==> src/rtl/pipe_stage_reg_if.sv <==
// Valid/ready bus for one pipeline stage: the upstream entry port and the
// downstream head port, viewed from the driver (master) or the stage (slave).
interface pipe_stage_reg_if #(
  parameter int DATA_W = 32
);
  logic              in_valid;
  logic              in_we;
  logic [DATA_W-1:0] in_data;
  logic              in_ready;
  logic              out_valid;
  logic              out_we;
  logic [DATA_W-1:0] out_data;
  logic              out_ready;

  modport master (
    output in_valid, in_we, in_data, out_ready,
    input  in_ready, out_valid, out_we, out_data
  );

  modport slave (
    input  in_valid, in_we, in_data, out_ready,
    output in_ready, out_valid, out_we, out_data
  );
endinterface

==> src/rtl/pipe_stage_reg.sv <==
// Pipeline stage register with optional skid entry, synchronous flush and a
// saturating back-pressure cycle counter.
module pipe_stage_reg #(
  parameter int DATA_W = 32,
  parameter int SKID   = 1,
  parameter int CNT_W  = 16
) (
  input  logic             clk,
  input  logic             rst_n,
  pipe_stage_reg_if.slave  bus,
  input  logic             flush,
  input  logic             clr_cnt,
  output logic [CNT_W-1:0] stall_cnt,
  output logic [1:0]       state_dbg
);

  // Handshake: a side transfers on a rising edge where its valid and ready are
  // both 1; valid never depends on ready, and a held head stays unchanged.
  typedef enum logic [1:0] {
    EMPTY = 2'd0,
    ONE   = 2'd1,
    TWO   = 2'd2
  } state_t;

  state_t            state, state_n;
  logic [DATA_W-1:0] main_data, skid_data;
  logic              main_we, skid_we;
  logic              load_main, load_skid, main_from_skid;
  logic              in_fire, out_fire;

  // With the skid entry in_ready depends only on state; without it the single
  // entry may be refilled in the same cycle it drains.
  assign bus.in_ready  = (SKID != 0) ? (state != TWO)
                                     : ((state == EMPTY) || bus.out_ready);
  assign bus.out_valid = (state != EMPTY);
  assign bus.out_we    = main_we && (state != EMPTY);
  assign bus.out_data  = main_data;
  assign state_dbg     = state;

  assign in_fire  = bus.in_valid && bus.in_ready;
  assign out_fire = bus.out_valid && bus.out_ready;

  always_comb begin
    state_n        = state;
    load_main      = 1'b0;
    load_skid      = 1'b0;
    main_from_skid = 1'b0;
    case (state)
      EMPTY: begin
        if (in_fire) begin
          state_n   = ONE;
          load_main = 1'b1;
        end
      end
      ONE: begin
        // Without the skid entry in_fire in ONE implies out_fire.
        if (in_fire && out_fire) begin
          load_main = 1'b1;
        end else if (in_fire) begin
          state_n   = TWO;
          load_skid = 1'b1;
        end else if (out_fire) begin
          state_n = EMPTY;
        end
      end
      TWO: begin
        if (out_fire) begin
          state_n        = ONE;
          main_from_skid = 1'b1;
        end
      end
      default: state_n = EMPTY;
    endcase
    if (flush) begin
      state_n        = EMPTY;
      load_main      = 1'b0;
      load_skid      = 1'b0;
      main_from_skid = 1'b0;
    end
  end

  always_ff @(posedge clk or negedge rst_n) begin
    if (!rst_n) begin
      state     <= EMPTY;
      main_data <= '0;
      main_we   <= 1'b0;
      skid_data <= '0;
      skid_we   <= 1'b0;
    end else begin
      state <= state_n;
      if (load_main) begin
        main_data <= bus.in_data;
        main_we   <= bus.in_we;
      end else if (main_from_skid) begin
        main_data <= skid_data;
        main_we   <= skid_we;
      end
      if (load_skid) begin
        skid_data <= bus.in_data;
        skid_we   <= bus.in_we;
      end
    end
  end

  // Counts cycles where a valid head is refused; clear beats increment.
  always_ff @(posedge clk or negedge rst_n) begin
    if (!rst_n) begin
      stall_cnt <= '0;
    end else if (clr_cnt) begin
      stall_cnt <= '0;
    end else if (bus.out_valid && !bus.out_ready && (stall_cnt != {CNT_W{1'b1}})) begin
      stall_cnt <= stall_cnt + 1'b1;
    end
  end

endmodule

==> src/flat_wrapper.sv <==
// flat-port wrapper written by rule: the top's interface ports become plain ports
module pipe_stage_reg_flat 
#(
  parameter int DATA_W = 32,
  parameter int SKID   = 1,
  parameter int CNT_W  = 16
)
  (clk, rst_n, flush, clr_cnt, stall_cnt, state_dbg, bus_in_valid, bus_in_we, bus_in_data, bus_out_ready, bus_in_ready, bus_out_valid, bus_out_we, bus_out_data);
  pipe_stage_reg_if #(.DATA_W(DATA_W)) bus_i ();
  input  logic clk;
  input  logic rst_n;
  input  logic flush;
  input  logic clr_cnt;
  output logic [CNT_W-1:0] stall_cnt;
  output logic [1:0] state_dbg;
  input wire logic [$bits(bus_i.in_valid)-1:0] bus_in_valid;
  input wire logic [$bits(bus_i.in_we)-1:0] bus_in_we;
  input wire logic [$bits(bus_i.in_data)-1:0] bus_in_data;
  input wire logic [$bits(bus_i.out_ready)-1:0] bus_out_ready;
  output wire logic [$bits(bus_i.in_ready)-1:0] bus_in_ready;
  output wire logic [$bits(bus_i.out_valid)-1:0] bus_out_valid;
  output wire logic [$bits(bus_i.out_we)-1:0] bus_out_we;
  output wire logic [$bits(bus_i.out_data)-1:0] bus_out_data;
  assign bus_i.in_valid = bus_in_valid;
  assign bus_i.in_we = bus_in_we;
  assign bus_i.in_data = bus_in_data;
  assign bus_i.out_ready = bus_out_ready;
  assign bus_in_ready = bus_i.in_ready;
  assign bus_out_valid = bus_i.out_valid;
  assign bus_out_we = bus_i.out_we;
  assign bus_out_data = bus_i.out_data;
  pipe_stage_reg #(.DATA_W(DATA_W), .SKID(SKID), .CNT_W(CNT_W)) u_core (.clk(clk), .rst_n(rst_n), .bus(bus_i), .flush(flush), .clr_cnt(clr_cnt), .stall_cnt(stall_cnt), .state_dbg(state_dbg));
endmodule
==> config.mk <==
export PLATFORM = sky130hd
export DESIGN_NAME = pipe_stage_reg_flat
export DESIGN_NICKNAME = d
export VERILOG_FILES = /design/src/rtl/pipe_stage_reg_if.sv /design/src/rtl/pipe_stage_reg.sv /design/src/flat_wrapper.sv
export SDC_FILE = /design/constraint.sdc
export NUM_CORES = 1
export LEC_CHECK = 0
export CORE_ASPECT_RATIO = 1.5
export CORE_MARGIN = 2
export CORE_UTILIZATION = 46
export CTS_BUF_LIST = sky130_fd_sc_hd__clkbuf_4
export CTS_CLUSTER_SIZE = 20
export DETAILED_ROUTE_END_ITERATION = 10
export HOLD_SLACK_MARGIN = 0.12
export MAX_ROUTING_LAYER = met4
export PLACE_DENSITY = 0.78
export SYNTH_ARGS = -nofsm -noshare
export SYNTH_HDL_FRONTEND = slang
export SYNTH_SLANG_ARGS = --single-unit
==> constraint.sdc <==
create_clock -name clk -period 1.5 [get_ports clk]
set_input_delay 0.45 -clock clk [delete_from_list [all_inputs] [get_ports clk]]
set_output_delay 0.45 -clock clk [all_outputs]
set_load 0.005 [all_outputs]
[Yosys cells after proc, flatten, opt, wreduce, memory -nomap -nowiden]
Index checks and enable logic that the tools add are counted.
Operators by class
  add/sub/neg operators: 1
  eq/ne operators: 8
  muxes and demuxes: 23
  reduce and logical (&&, ||, !) cells: 12
Operators by type and width (count)
  32-bit two-way mux: 2
  16-bit two-way mux: 2
  16-bit by 1-bit adder with 16-bit output (second input constant): 1
  16-bit inequality test (second input constant): 1
  2-bit two-way mux: 6
  1-bit two-way mux: 11
  1-bit logical AND: 6
  3-bit by 2-bit inequality test with 1-bit output (second input constant): 2
  2-bit one-hot mux with 3 select lines: 1
  2-bit nonzero test: 3
  4-bit by 2-bit inequality test with 1-bit output (second input constant): 1
  4-bit AND reduction: 1
  3-bit inequality test (second input constant): 1
  2-bit by 1-bit == test with 1-bit output (second input constant): 1
  2-bit == test (second input constant): 1
  2-bit logical NOT: 1
  2-bit inequality test (second input constant): 1
  1-bit one-hot mux with 2 select lines: 1
  1-bit logical NOT: 1
Storage, ports and cells
  register bits after elaboration: 84
  input bits: 39
  output and inout bits: 53
  logic and storage cells: 50

[Longest topological paths before layout]
  word-level depth: 7
  mapped depth: 7
  mapped depth without buffers: 5

[Worst setup path before layout]
Ideal clock, no wire load.
  kind: register -> register
  from: reg u_core.stall_cnt[3]
  to: reg u_core.stall_cnt[13]
  library setup time: 0.125 ns
  arrival: 1.574 ns
  data required time: 1.375 ns
  slack: -0.199 ns
  cell stages (with the launch flop): 6
  buffers on the path: 1
  period minus slack after synthesis: 1.699 ns
  cells stage by stage: dfrtp_1 nand4_1 or2_1 buf_6 nor4_1 mux2_2
On the way
  word-level cells in the longest chain between the ends: 3
  elaborated cells on any way between the ends: 6
  those cells by class: add/sub: 1; eq/ne: 1; mux: 2; reduce/logical: 2
RTL lines
  start: declaration: line pipe_stage_reg.sv:13  | output logic [CNT_W-1:0] stall_cnt,
  start signal: assignment: line pipe_stage_reg.sv:112  | stall_cnt <= stall_cnt + 1'b1;
  16-bit by 1-bit adder with 16-bit output or 16-bit inequality test (tied branches): line pipe_stage_reg.sv:112, pipe_stage_reg.sv:111
  16-bit two-way mux or 1-bit logical AND (tied branches): line pipe_stage_reg.sv:111  | end else if (bus.out_valid && !bus.out_ready && (stall_cnt != {CNT_W{1'b1}})) begin
  16-bit two-way mux or 2-bit nonzero test (tied branches)
Several ways; a longest one is shown, not always the timed one. The select of a mux whose other input is x is not followed.
A chain may end at the register's enable or synchronous reset.

[Worst setup path in the final report]
  from: reg u_core.state[0], in the netlist u_core.state_dbg[0]
  to: out bus_out_we
On the way
  word-level cells in the longest chain between the ends: 2
RTL lines
  start: declaration: line pipe_stage_reg.sv:25  | state_t state, state_n;
  start signal: assignment: line pipe_stage_reg.sv:90  | state <= state_n;
  2-bit nonzero test: line pipe_stage_reg.sv:36  | assign bus.out_we = main_we && (state != EMPTY);
  1-bit logical AND: line pipe_stage_reg.sv:36
  end: declaration: line flat_wrapper.sv:22  | output wire logic [$bits(bus_i.out_we)-1:0] bus_out_we;
No other way between the ends.

==> metrics.md <==
| Metric | Value |
|---|---|
| Status | `complete, but fails checks` |
| Failing checks | `setup timing` |
| Total number of vias | `3474` |
| Die Area | `0.009015 sq mm` |
| Post-route insts no fill | `630` |
| R2R Path Start | `u_core.state_dbg[0]` |
| Pins Over Slew Limit | `0` |
| Die H | `115.3 um` |
| Post-synth top area share | `55.34%` |
| Routed WL | `12090 um` |
| Final setup margin | `-0.3188 ns` |
| CTS Sinks | `84` |
| Slew of the pin with the lowest slew margin | `0.3902 ns` |
| WP data arrival | `1.37 ns` |
| Worst VDD drop | `423.7 uV` |
| Switching power | `1.502 mW` |
| Final Hold Vio Count | `0` |
| Number of top-level pins | `92` |
| Via density | `5.514` |
| Final GP Congestion | `0.9058` |
| CTS Buf Count | `9` |
| Most common cell after layout, fill and taps aside | `dfrtp_1` |
| Htree depth | `3` |
| Ys Warns | `0` |
| Int Pwr | `3.753 mW` |
| Antenna viol nets, final | `0` |
| Worst skew pair latency | `0.44 ns` |
| Leakage | `2.672 nW` |
| Part of the power in the clock network | `21.3%` |
| Mapped cell area | `0.003799 sq mm` |
| Combinational Power Share | `23.1%` |
| CP max-delay cell | `dfrtp_1` |
| Slowest stage delay, CP | `0.43 ns` |
| Number of core rows | `40` |
| Crit path from | `u_core.state_dbg[0]` |
| Vias in the first global route | `3534` |
| WHS | `0.4481 ns` |
| Crit-path cells | `or2_4, and2_4, buf_6` |
| Ys flop type | `dfrtp_1` |
| Seq/Total Area, Yosys | `55.34%` |
| Fmax | `549.8 MHz` |
| First-pass GRT wire length | `17020 um` |
| Slew HR | `73.87%` |
| Max_cap viols | `0` |
| Post-synthesis register bit count | `84` |
| Grt total ovfl | `0` |
| Starting Density | `47.44%` |
| Clock tree buffer depth | `2` |
| Initial antenna violation count | `0` |
| Pwr Total | `5.255 mW` |
| Syn nets | `371` |
| Layout cells sized above 1 | `49.33%` |
| FFs w/ async S/R, synth | `100.0%` |
| Crit-path max FO | `2` |
| Part of the power in registers | `55.6%` |
| Core box area | `0.008008 sq mm` |
| # DRC | `0` |
| Fin crit share | `121.3%` |
| Switch share | `28.59%` |
| Power density over the cells | `857.7 mW/mm^2` |
| Most frequent cells in the layout | `dfrtp_1, buf_4, buf_6, nor2_1, a21oi_1` |
| Hpwl dp | `6198 um` |
| Gr usage total | `25.56%` |
| Layout Nets | `560` |
| Final core utilization | `76.52%` |
| Largest net degree at the start of global routing | `35` |
| Layout Area Growth over Synthesis | `61.30%` |
| Crit path kind | `register to output port` |
| # fillers | `495` |
| CTS tree | `done` |
| PortBufs | `91` |
| Drt pass-1 iters | `5` |
| Critical path capture point type | `output port` |
| WL/cell | `19.19 um` |
| Hold Crit Class | `primary input to async pin` |
| Synthesized area per cell | `11.48 sq um` |
| First-iteration detailed-routing DRC count | `198` |
| Synth unique cells | `42` |
| EDFF count, synth | `0` |
| Diodes inserted | `0` |
| Setup crit start kind | `register` |
| Root buffer cell | `clkbuf_4` |
| RSZ-0062 raised after global routing | `yes` |
| Final worst path period need | `1.819 ns` |
| Die width | `78.20 um` |
| Clk slew on worst S/H paths | `0.14 ns` |
| Critical Path RT | `1.05 ns` |
| Area contributors post-synth | `dfrtp_1, mux2_2, mux2i_1, a21oi_1, nor2_1` |
| Final setup viols | `100` |
| Post-Place Cells | `553` |
| Post-Syn Instances | `331` |
| Yosys top cell by area | `dfrtp_1` |
| Clock skew | `0.01317 ns` |
## final cells by class
| cell class | count | area [sq um] | area share, % |
|---|---|---|---|
| clock buffer | 9 | 67.56 | 1.103 |
| tap | 105 | 131.4 | 2.144 |
| timing repair buffer | 197 | 1861 | 30.37 |
| sequential | 84 | 2107 | 34.39 |
| multi-input combinational | 225 | 1907 | 31.12 |
| inverter | 3 | 11.26 | 0.1838 |
| clock inverter | 7 | 42.54 | 0.6943 |
## sequential cells by signal (all words and copies together) (netlist names)
signal,flops
u_core.skid_we,1
u_core.skid_data,32
u_core.state_dbg,2
u_core.bus.out_data,32
u_core.stall_cnt,16
u_core.main_we,1
## per-layer routing
metal / wire length [um] / global-route usage, %
met1: 4555 / 29.07
met5: 0 / -
met4: 450 / 10.18
met3: 575 / 4.867
met2: 6506 / 44.37
## timing repair
action                                  CTS  global route
resized for setup                       281            58
hold endpoints to repair                 24             0
hold buffers                              1             0
setup buffers                            50            15
pin swaps                                30            33
cloned                                    4             4
endpoints found under the setup margin  134           100
## power groups by stage
stage | clock (mW) | combinational, mW | sequential, mW
3_3_place_gp | 0 | 1.12 | 2.93
3_5_place_dp | 0 | 1.17 | 2.95
6_report | 1.12 | 1.22 | 2.92
4_1_cts | 1.14 | 1.15 | 2.90
2_1_floorplan | 0 | 0.511 | 2.92
5_1_grt | 1.24 | 1.32 | 2.97
## synth_stat cells (4+ instances only)
library cell	number
dfrtp_1	84
a21oi_1	45
nor2_1	41
mux2_2	37
mux2i_1	34
nand2_1	7
o21ai_0	7
buf_2	6
clkbuf_1	6
nand3_1	5
nor2b_1	5
nand4_1	4
or3_1	4
## cell families after synthesis
logic type                 synth area share [%]
adders and majority gates                0.3293
buffers and inverters                     2.865
muxes                                     19.93
DFF                                       55.34
AOI/OAI and AO/OA                         9.882
and+or+nand+nor                           11.66
## metrics by stage
step,setup WS [ns],area (sq um),TNS [ns]
2_1_floorplan,-0.1311,3874,-0.7439
3_5_place_dp,-0.5804,5191,-42.43
4_1_cts,-0.3359,5838,-15.41
5_1_grt,-0.3674,6127,-23.66
6_report,-0.3188,6127,-19.05
3_3_place_gp,-0.5745,5191,-41.50
## worst max-delay path: cells and delay by family, from the launching register on
family | cells | cell delay (ns)
simple gates | 2 | 0.41
buf+inv | 1 | 0.10
flops | 1 | 0.43
## worst paths after layout
kind | end | slack [ns] | cells after the start
worst max register to register | u_core.bus.out_data[27] | -0.29 | 8
worst min-delay path | u_core.bus.out_data[3] | 0.45 | 2
worst min register to register | u_core.skid_data[19] | 0.52 | 1
min in group clk | u_core.skid_data[19] | 0.52 | 1
worst max-delay path | bus_out_we | -0.32 | 3
max in group asynchronous | u_core.stall_cnt[2] | 0.51 | 3
No activity file was read; power rests on OpenSTA's default activity.
